File: src/rtl/nmea_sentence_tx.sv
// nmea_sentence_tx
// Frames a sentence body streamed in from control logic as
//   '$' body '*' HH CR LF
// and hands it to the GPS UART one byte at a time via txByte/txStart.
// Optional feature macro: NMEA_TX_CHECKSUM_EN. When it is defined, the '*'
// and the two hex checksum digits are sent. When it is undefined, the body is
// followed directly by CR LF and no checksum register exists.
// Every byte takes an ISSUE cycle (txByte/txStart loaded) and a guard cycle in
// which txBusy is ignored. The following ISSUE only fires once txBusy is low,
// which also serves as the wait phase of the byte before it.
module nmea_sentence_tx #(
  parameter int MAX_PAYLOAD = 76
) (
  input  logic       sclk,
  input  logic       rstn,
  input  logic [7:0] payloadByte,
  input  logic       payloadValid,
  input  logic       payloadLast,
  output logic       payloadReady,
  output logic [7:0] txByte,
  output logic       txStart,
  input  logic       txBusy,
  output logic       busy,
  output logic       sentDone,
  output logic       overflow
);

  localparam logic [6:0] MAX_CNT = 7'(MAX_PAYLOAD);

  typedef enum logic [3:0] {
    ST_IDLE,
    ST_DOLLAR,
    ST_PAYLOAD,
    ST_STAR,
    ST_HEX_HI,
    ST_HEX_LO,
    ST_CR,
    ST_LF,
    ST_DRAIN,
    ST_DONE
  } state_t;

  // PH_GUARD holds the successor state in next_q. PH_FINISH exists only in
  // DONE: it is the cycle after the UART has gone idle behind the LF.
  typedef enum logic [1:0] {
    PH_ISSUE,
    PH_GUARD,
    PH_FINISH
  } phase_t;

  state_t     state_q, state_d;
  state_t     next_q, next_d;
  phase_t     phase_q, phase_d;
  logic [7:0] tx_byte_q, tx_byte_d;
  logic       tx_start_q, tx_start_d;
  logic       sent_done_q, sent_done_d;
  logic       overflow_q, overflow_d;
  logic [6:0] count_q, count_d;
  logic [6:0] count_inc;
  logic       ready;
  logic       emit;
  logic [7:0] emit_byte;
  state_t     emit_next;

`ifdef NMEA_TX_CHECKSUM_EN
  logic [7:0] csum_q, csum_d;

  function automatic logic [7:0] hex_ascii(input logic [3:0] nib);
    return (nib < 4'd10) ? (8'h30 + {4'h0, nib}) : (8'h37 + {4'h0, nib});
  endfunction
`endif

  // Next-state, byte selection, checksum/count update and output pulses
  always_comb begin
    state_d     = state_q;
    next_d      = next_q;
    phase_d     = phase_q;
    tx_byte_d   = tx_byte_q;
    tx_start_d  = 1'b0;
    sent_done_d = 1'b0;
    overflow_d  = 1'b0;
    count_d     = count_q;
`ifdef NMEA_TX_CHECKSUM_EN
    csum_d      = csum_q;
`endif
    count_inc   = count_q + 7'd1;
    ready       = 1'b0;
    emit        = 1'b0;
    emit_byte   = '0;
    emit_next   = ST_IDLE;

    case (phase_q)
      PH_GUARD: begin
        phase_d = PH_ISSUE;
        state_d = next_q;
      end
      PH_FINISH: begin
        sent_done_d = 1'b1;
        state_d     = ST_IDLE;
        phase_d     = PH_ISSUE;
      end
      default: begin
        case (state_q)
          // The '$' is issued straight from IDLE so it leaves one cycle
          // after the first body byte is seen; DOLLAR only spans its guard.
          ST_IDLE: begin
            if (payloadValid && !txBusy) begin
              count_d   = '0;
`ifdef NMEA_TX_CHECKSUM_EN
              csum_d    = '0;
`endif
              emit      = 1'b1;
              emit_byte = 8'h24;
              emit_next = ST_PAYLOAD;
              state_d   = ST_DOLLAR;
            end
          end
          ST_PAYLOAD: begin
            if (payloadValid && !txBusy) begin
              ready     = 1'b1;
              emit      = 1'b1;
              emit_byte = payloadByte;
              count_d   = count_inc;
`ifdef NMEA_TX_CHECKSUM_EN
              csum_d    = csum_q ^ payloadByte;
`endif
              if (payloadLast) begin
`ifdef NMEA_TX_CHECKSUM_EN
                emit_next = ST_STAR;
`else
                emit_next = ST_CR;
`endif
              end else if (count_inc == MAX_CNT) begin
                overflow_d = 1'b1;
                emit_next  = ST_DRAIN;
              end else begin
                emit_next = ST_PAYLOAD;
              end
            end
          end
`ifdef NMEA_TX_CHECKSUM_EN
          ST_STAR: begin
            emit      = !txBusy;
            emit_byte = 8'h2A;
            emit_next = ST_HEX_HI;
          end
          ST_HEX_HI: begin
            emit      = !txBusy;
            emit_byte = hex_ascii(csum_q[7:4]);
            emit_next = ST_HEX_LO;
          end
          ST_HEX_LO: begin
            emit      = !txBusy;
            emit_byte = hex_ascii(csum_q[3:0]);
            emit_next = ST_CR;
          end
`endif
          ST_CR: begin
            emit      = !txBusy;
            emit_byte = 8'h0D;
            emit_next = ST_LF;
          end
          ST_LF: begin
            emit      = !txBusy;
            emit_byte = 8'h0A;
            emit_next = ST_DONE;
          end
          ST_DRAIN: begin
            ready = 1'b1;
            if (payloadValid && payloadLast) begin
              state_d = ST_CR;
            end
          end
          ST_DONE: begin
            if (!txBusy) begin
              phase_d = PH_FINISH;
            end
          end
          default: begin
            state_d = ST_IDLE;
          end
        endcase

        if (emit) begin
          tx_byte_d  = emit_byte;
          tx_start_d = 1'b1;
          phase_d    = PH_GUARD;
          next_d     = emit_next;
        end
      end
    endcase
  end

  // State and registered outputs; synchronous active-low reset
  always_ff @(posedge sclk) begin
    if (!rstn) begin
      state_q     <= ST_IDLE;
      next_q      <= ST_IDLE;
      phase_q     <= PH_ISSUE;
      tx_byte_q   <= '0;
      tx_start_q  <= 1'b0;
      sent_done_q <= 1'b0;
      overflow_q  <= 1'b0;
      count_q     <= '0;
`ifdef NMEA_TX_CHECKSUM_EN
      csum_q      <= '0;
`endif
    end else begin
      state_q     <= state_d;
      next_q      <= next_d;
      phase_q     <= phase_d;
      tx_byte_q   <= tx_byte_d;
      tx_start_q  <= tx_start_d;
      sent_done_q <= sent_done_d;
      overflow_q  <= overflow_d;
      count_q     <= count_d;
`ifdef NMEA_TX_CHECKSUM_EN
      csum_q      <= csum_d;
`endif
    end
  end

  assign payloadReady = ready;
  assign txByte       = tx_byte_q;
  assign txStart      = tx_start_q;
  assign sentDone     = sent_done_q;
  assign overflow     = overflow_q;
  assign busy         = (state_q != ST_IDLE);

endmodule
File: config.mk
export PLATFORM = sky130hd
export DESIGN_NAME = nmea_sentence_tx
export DESIGN_NICKNAME = d
export VERILOG_FILES = /design/src/rtl/nmea_sentence_tx.sv
export SDC_FILE = /design/constraint.sdc
export NUM_CORES = 1
export LEC_CHECK = 0
export CAP_MARGIN = 40
export CORE_MARGIN = 2
export CORE_UTILIZATION = 52
export CTS_CLUSTER_DIAMETER = 30
export CTS_CLUSTER_SIZE = 10
export DETAILED_ROUTE_END_ITERATION = 16
export PLACE_DENSITY = 0.84
export SYNTH_ARGS = -nofsm -noshare
export SYNTH_HDL_FRONTEND = slang
export SYNTH_SLANG_ARGS = --single-unit
File: constraint.sdc
create_clock -name sclk -period 2.6 [get_ports sclk]
set_input_delay 0.65 -clock sclk [delete_from_list [all_inputs] [get_ports sclk]]
set_output_delay 0.65 -clock sclk [all_outputs]
set_load 0.05 [all_outputs]
# Yosys cells after proc, flatten, opt, wreduce, memory -nomap -nowiden
# Cells that the tools add are included.
# Widths: inputs -> output; s select.
word_totals:
  register_bits: 28
  latchBits: 0
  ramBits: 0
  romBits: 0
  word_cells: 74
  n_memories: 0
classes:
  n_addsub: 1
  multipliers: 0
  div: 0
  n_lt_le_gt_ge: 0
  n_eq_ne: 14
  shifts: 0
  n_mux: 26
  bitwise_logic: 5
  reduce_logical: 19
ops:
  columns: ["operator", "count"]
  rows:
  - ["$pmux 8 s4", 1]
  - ["$mux 4", 5]
  - ["$pmux 4 s4", 1]
  - ["$mux 7", 2]
  - ["$pmux 7 s2", 1]
  - ["$pmux 4 s3", 1]
  - ["$mux 1", 9]
  - ["$eq 4x3->1 const B", 2]
  - ["$eq 4x4->1 const B", 2]
  - ["$mux 8", 1]
  - ["$ne 4x4->1 const B", 2]
  - ["$pmux 4 s2", 1]
  - ["$reduce_or 4->1", 2]
  - ["$add 7x1->7 const B", 1]
  - ["$eq 7x7->1 const B", 1]
  - ["$mux 6", 1]
  - ["$reduce_and 2->1", 3]
  - ["$reduce_or 2->1", 3]
  - ["$reduce_or 6->1", 1]
  - ["$not 1->1", 5]
  - ["$eq 4x2->1 const B", 1]
  - ["$logic_not 4->1", 1]
  - ["$ne 2x2->1 const B", 2]
  - ["$pmux 1 s2", 2]
  - ["12 further kinds", 14]

# Depth between registers and ports, before layout
# Gate-level depths: netlist of the first run.
logic_depth:
  ltp_word: 7
  mapped_depth: 7
  depth_no_buf: 6

# Worst setup path before layout of the first run
# No wires, ideal clock.
synth_path:
  path_type: "register to output"
  startpoint: "reg phase_q[0]"
  endpoint: "out payloadReady"
  arrival_ns: 1.591
  required_ns: 1.950
  setup_slack_ns: 0.359
  path_stages_with_launch: 6
  n_path_buf: 0
  path_cell_list: "dfxtp_1 > inv_1 > ha_1 > nor3b_1 > nand3_1 > nand2_1"
synth_via:
  elab_chain_cells: 3
synth_lines:
  columns: ["element", "line", "text"]
  rows:
  - ["start, declared", "53", "phase_t phase_q, phase_d;"]
  - ["start signal, assigned", "211", "phase_q <= phase_d;"]
  - ["$eq 2x2->1 or $eq 2x1->1 (tied branches)", "92", "case (phase_q)"]
  - ["$reduce_or 2->1 (no line) *", null, null]
  - ["$mux 1 *", "92", null]
  - ["end, declared", "19", "output logic payloadReady,"]
# Every way passes the cells marked *; elsewhere a longest branch is shown, timed or not.

# Worst setup path after layout of the first run
layout_path:
  startpoint: "in txBusy"
  endpoint: "out payloadReady"
layout_via:
  elab_chain_cells: 5
layout_lines:
  columns: ["element", "line", "text"]
  rows:
  - ["start, declared", "22", "input logic txBusy,"]
  - ["$logic_not 1->1", null, null]
  - ["$logic_and 1x1->1", "119", "if (payloadValid && !txBusy) begin"]
  - ["$mux 1", "119", null]
  - ["$pmux 1 s2", "103", "case (state_q)"]
  - ["$mux 1", "92", null]
# Every way passes these cells.

==> flow_summary.yaml, run 1 <==
run_status:
  status: "finished, final reports clean"
detailed_routing:
  wl_per_cell_um: 16.4
  vias: 1526
  totalWireLength_mm: 4.02
  drt_iter0_markers: 59
  viasPerCell: 6.23
  drt_first_pass_iters: 5
  drc_errors: 0
  ant_nets: 0
synthesis:
  synth_ff_type: "dfxtp_1"
  synth_top_cell_by_area: "dfxtp_1"
  ys_ff_latch: 28
  yosysUniqueCellTypes: 45
  avgSynthCellArea_um2: 8.29
  yosysWarnings: 0
  syn_nets: 197
  synth.area.top_cells: "dfxtp_1, a21oi_1, nand2_1, o21ai_0, nor2_1"
  synth-edff-count: 0
  yosysSeqAreaShare: 0.376
  yosysTopAreaCellShare: 0.376
  async_flop_share: 0
  syn_inst: 180
  netlist_area_um2: 1490
die:
  io_pins: 26
  die_w_um: 57.6
  die_area_um2: 3310
  die-height_um: 57.6
  core_region_area_um2: 2730
  num_rows: 19
  start_util: 0.546
cells_and_area:
  num_antenna_cells: 0
  drive_gt1_frac: 0.136
  final_nets: 232
  syn_to_final_growth_pct: 29.9
hold_path:
  hp-class: "reg2reg"
  whs_endpoint: "txByte[5]"
  whs_path_depth: 2
  hold_path_startpoint: "txByte[5]"
clock_network:
  hold_buffers: 0
  clock_path_buffers: 2
  cts_root_buf: "clkbuf_4"
  cts_tree: "done"
  clkLatencyLatePin_ns: 0.33
  path_clk_slew_ns: 0.16
  htreeDepth: 1
  cts_setup_buffers: 0
  cts_sinks: 28
  cts_made_buffers: 3
global_routing:
  grt_util_all_layers: 0.253
  antenna_found_initial: 0
  grt_max_degree: 17
  grt_remaining_overflow: 0
  grt_pass1_wl_mm: 6.58
  grt_pass1_vias: 1461
sta:
  worstMarginPinSlew_ns: 0.776
  fin_tns_setup_ns: 0
  layout_setup_ws_ns: 0.141
  maxSlewViolCount: 0
  fmax_ghz: 0.407
  hold_violations: 0
  fin_skew_ns: 0.00545
  slew_headroom: 0.477
  fin_crit_sh: 0.946
  rsz0062_at_grt: "false"
  final.min_clock_period_ns: 2.46
  finalHoldWorstSlack_ns: 0.475
  setup_violations: 0
placement:
  dpl.hpwl_mm: 2.93
  dp_slack_ns: 0.0242
  place.gp.congestion: 0.881
  io_buffer_count: 25
setup_path:
  r2r_slack_ns: 0.59
  critPathCaptureType: "output pin"
  worst-path-max-fanout: 3
  reg2reg_depth: 7
  crit_type: "in2out"
  cp.required_ns: 1.95
  cp-start-kind: "input pin"
  r2r-end: "txByte[6]"
  worst_ep_arrival_time_ns: 1.81
  timing.rr.start: "phase_q[0]"
flow_run:
  maxCapViolCount: 0
power:
  pwr_density_cell_nw_per_um2: 529
  cellLeakagePower_nw: 0.725
  ir_drop_mv: 0.500
==> metrics by stage <==
| step | instances | utilization | total power, mW | area [um2] |
|---|---|---|---|---|
| detailed placement | 241 | 0.677 | 0.727 | 1850 |
| global route | 245 | 0.709 | 1.05 | 1940 |
| floorplan | 180 | - | 0.633 | 1490 |
| finish | 245 | 0.709 | 1.02 | 1940 |
| global placement | 241 | 0.677 | 0.718 | 1850 |
| CTS | 245 | 0.698 | 1.01 | 1910 |
==> registers in the layout (all words and copies together) (netlist names) <==
| signal | cells |
|---|---|
| state_q | 4 |
| count_q | 7 |
| phase_q | 2 |
| txByte | 8 |
| sentDone | 1 |
| next_q | 4 |
| txStart | 1 |
| overflow | 1 |
==> where the power goes <==
part / internal, mW / switching [mW] / leakage [nW]
clock: 0.156 / 0.139 / 0.0279
sequential: 0.448 / 0.0104 / 0.227
combinational: 0.115 / 0.156 / 0.470
total: 0.719 / 0.306 / 0.725
==> Yosys cell counts, types with 2 or more instances <==
master	number
nand2b_1	3
nand3_1	7
dfxtp_1	28
clkbuf_1	4
buf_2	3
nand2_1	19
ha_1	4
or2_2	2
nor4_1	5
and2_1	4
inv_1	8
mux2i_1	5
a211o_1	2
or3b_2	2
a21oi_1	16
o21ai_0	12
a21o_1	2
nor2_1	14
nor2b_1	3
or4b_1	2
or3_1	5
nor3_1	4
a32oi_1	4
==> metal layers <==
| layer | wire (um) | vias to the layer above | track usage | share of wire |
|---|---|---|---|---|
| li1 | - | 723 | - | - |
| met1 | 1620 | 705 | 0.323 | 0.40 |
| met2 | 1970 | 82 | 0.429 | 0.49 |
| met3 | 292 | 16 | 0.0317 | 0.073 |
| met4 | 129 | 0 | 0.110 | 0.032 |
| met5 | 0 | - | 0 | 0 |
==> kinds of logic after synthesis <==
| family | count (synthesis) | synth area share |
|---|---|---|
| AOI/OAI and AO/OA | 50 | 0.230 |
| muxes | 6 | 0.0411 |
| adders and majority gates | 4 | 0.0336 |
| DFF | 28 | 0.376 |
| buffers and inverters | 16 | 0.0428 |
| and+or+nand+nor | 76 | 0.277 |
==> worst max path at each step <==
stage,startpoint,endpoint,slack (ns),cells after the start
floorplan,phase_q[0],payloadReady,0.36,5
global placement,payloadValid,payloadReady,0.09,5
detailed placement,txBusy,next_q[1],0.02,6
CTS,state_q[3],busy,0.01,2
global route,phase_q[0],payloadReady,0.07,6
finish,txBusy,payloadReady,0.14,5
==> critical path, cell delays in order <==
cell	delay [ns]
clkdlybuf4s50_1	0.49
nor3b_4	0.25
nand3_1	0.14
nand2_1	0.13
buf_12	0.15
==> area by class of cell <==
cell class                      instances  area (um2)
Multi-Input combinational cell        136         897
Fill cell                             203         796
Sequential cell                        28         561
Timing Repair Buffer                   37         355
Tap cell                               31        38.8
Inverter                                9        33.8
Clock inverter                          1        30.0
Clock buffer                            3        22.5
==> placed cells by master, fill, tap and decap left out, drive strengths merged, types with 2 or more instances in the layout <==
cell and n:
inv 8, or3b 2, dfxtp 28, buf 13
a21oi 16, or2 2, nand2b 4, or3 5
mux2i 5, nand2 19, a32oi 4, and2 4
clkdlybuf4s50 22, nor2 14, nor3 4, nor3b 2
or4 2, or4b 2, a21o 2, dlymetal6s2s 2
o21ai 12, nand3 7, clkbuf 3, ha 4
nor4 5, a211o 2, nor2b 3
==> what timing repair did <==
item | 4_1_cts | 5_1_grt
setup endpoints to repair | 1 | 2
gates resized for setup | 1 | 6
pin swaps | 0 | 0
No activity file was read; power rests on OpenSTA's default activity.
==> run 2: changes to the inputs <==
--- a/config.mk
+++ b/config.mk
@@ -12,6 +12,7 @@
 export CTS_CLUSTER_SIZE = 10
 export DETAILED_ROUTE_END_ITERATION = 16
 export PLACE_DENSITY = 0.84
+export RECOVER_POWER = 25
 export SYNTH_ARGS = -nofsm -noshare
 export SYNTH_HDL_FRONTEND = slang
 export SYNTH_SLANG_ARGS = --single-unit
==> run 2 against run 1 <==
Register-to-register slack worse by 0.06 ns. Clock-buffer cell count unchanged. Utilization down 0.92 points. Critical path depth unchanged. Highest routed layer unchanged. First-iteration DRC count up 10%. Combinational power down 4%. Via count unchanged. Die area unchanged. Power down 0.88%.
==> flow_summary.yaml, run 2 (synthesized netlist as in run 1, its figures left out) <==
sta:
  maxSlewViolCount: 0
  fin_crit_sh: 0.944
  hold_violations: 0
  setup_violations: 0
  fmax_ghz: 0.407
  final.min_clock_period_ns: 2.46
  fin_skew_ns: 0.0104
  fin_tns_setup_ns: 0
  worstMarginPinSlew_ns: 0.823
  slew_headroom: 0.448
  rsz0062_at_grt: "false"
die:
  die_area_um2: 3310
  num_rows: 19
  io_pins: 26
  core_region_area_um2: 2730
  die_w_um: 57.6
  die-height_um: 57.6
  start_util: 0.546
setup_path:
  cp.required_ns: 1.95
  setup.worst_path.start: "txBusy"
  cp_num_cells: 5
  slowest_stage: "clkdlybuf4s50_1"
  crit_end: "payloadReady"
  r2r-end: "state_q[2]"
  crit_type: "in2out"
  timing.rr.start: "state_q[3]"
  critPathCaptureType: "output pin"
  cpPeakStageDelay_ns: 0.49
  critPathTopFamily: "buffers and inverters"
  cp_cell_sequence: "clkdlybuf4s50_1 > nor3b_4 > nand3_1 > nand2_1 > buf_12"
  worst_ep_arrival_time_ns: 1.81
  cp-start-kind: "input pin"
  r2r_slack_ns: 0.53
  path_buf_inv: 2
  worst-path-max-fanout: 3
  reg2reg_depth: 4
cells_and_area:
  n_fill_cell: 210
  layout_commonest_cell: "dfxtp_1"
  largest_reg_flops: 8
  num_antenna_cells: 0
  final_cell_mix: "dfxtp_1, clkdlybuf4s50_1, nand2_1"
  syn_to_final_growth_pct: 28.3
  final_nets: 232
  drive_gt1_frac: 0.121
detailed_routing:
  vias: 1526
  viasPerCell: 6.23
  drt_iter0_markers: 65
  drt_first_pass_iters: 7
  ant_nets: 0
  drc_errors: 0
  totalWireLength_mm: 3.99
  wl_per_cell_um: 16.3
clock_network:
  clkLatencyLatePin_ns: 0.34
  cts_made_buffers: 3
  path_clk_slew_ns: 0.17
  cts_setup_buffers: 0
  clock_path_buffers: 2
  cts_tree: "done"
  cts_root_buf: "clkbuf_4"
  cts_sinks: 28
  htreeDepth: 1
global_routing:
  grt_pass1_wl_mm: 6.58
  grt_pass1_vias: 1461
  grt_remaining_overflow: 0
  grt_util_all_layers: 0.253
  antenna_found_initial: 0
  grt_max_degree: 17
placement:
  io_buffer_count: 25
  place.gp.congestion: 0.881
  dpl.hpwl_mm: 2.93
run_status:
  status: "finished, final reports clean"
power:
  pwr_density_cell_nw_per_um2: 531
  design_power_total_mw: 1.02
  cellLeakagePower_nw: 0.715
  ir_drop_mv: 0.497
hold_path:
  hp-class: "reg2reg"
flow_run:
  maxCapViolCount: 0
run 2: cell types whose count changed in the layout (fill, tap and decap cells not counted), sizes merged:
cell | previous run | this run
buf | 13 | 11
clkbuf | 3 | 5
clkdlybuf4s50 | 22 | 21
dlygate4sd3 | 0 | 1
run 2: cell type report:
type | instances | area, um2 | area share
timing repair buffer | 37 | 348 | 0.182
inverter | 9 | 33.8 | 0.0177
sequential | 28 | 561 | 0.293
clock inverter | 1 | 30.0 | 0.0157
multi-input combinational | 136 | 880 | 0.460
clock buffer | 3 | 22.5 | 0.0118
tap | 31 | 38.8 | 0.0203
run 2: stage by stage:
stage / hold slack, ns / util / cells / setup slack (ns) / area (um2)
after global routing: 0.515 / 0.700 / 245 / 0.0689 / 1910
after global placement: 0.437 / 0.677 / 241 / 0.0915 / 1850
final: 0.475 / 0.700 / 245 / 0.145 / 1910
after detailed placement: 0.457 / 0.677 / 241 / 0.0242 / 1850
after CTS: 0.477 / 0.698 / 245 / 0.0122 / 1910
after floorplan: 0.465 / - / 180 / 0.359 / 1490
run 2: worst min path at each step:
stage	start	end	slack (ns)	cells past startpoint
CTS	txByte[5]	txByte[5]	0.48	2
floorplan	phase_q[0]	phase_q[0]	0.46	2
finish	txByte[5]	txByte[5]	0.47	2
global route	txByte[2]	txByte[2]	0.51	2
global placement	txByte[5]	txByte[5]	0.44	2
detailed placement	txByte[5]	txByte[5]	0.46	2
run 2: metal layers:
layer	global-route usage	up-vias	wire length, um	part of all wire
li1	-	723	-	-
met1	0.323	697	1610	0.40
met2	0.429	84	1930	0.48
met3	0.0317	22	284	0.071
met4	0.110	0	162	0.041
met5	0	-	0	0
run 2: power by group:
part | internal (mW) | total, mW | switching, mW
Combinational | 0.108 | 0.260 | 0.152
Sequential | 0.448 | 0.459 | 0.0103
Clock | 0.156 | 0.298 | 0.142
Total | 0.712 | 1.02 | 0.304
run 2: worst register-to-register path, stage by stage (launching register included):
cell,delay (ns)
dfxtp_1,0.35
or4_4,0.54
nand2b_4,0.15
a311oi_1,0.70
mux2i_1,0.27
run 2: repair_timing:
action	4_1_cts	5_1_grt
gates resized for setup	1	6
hold buffers	0	0
endpoints found under the setup margin	1	2
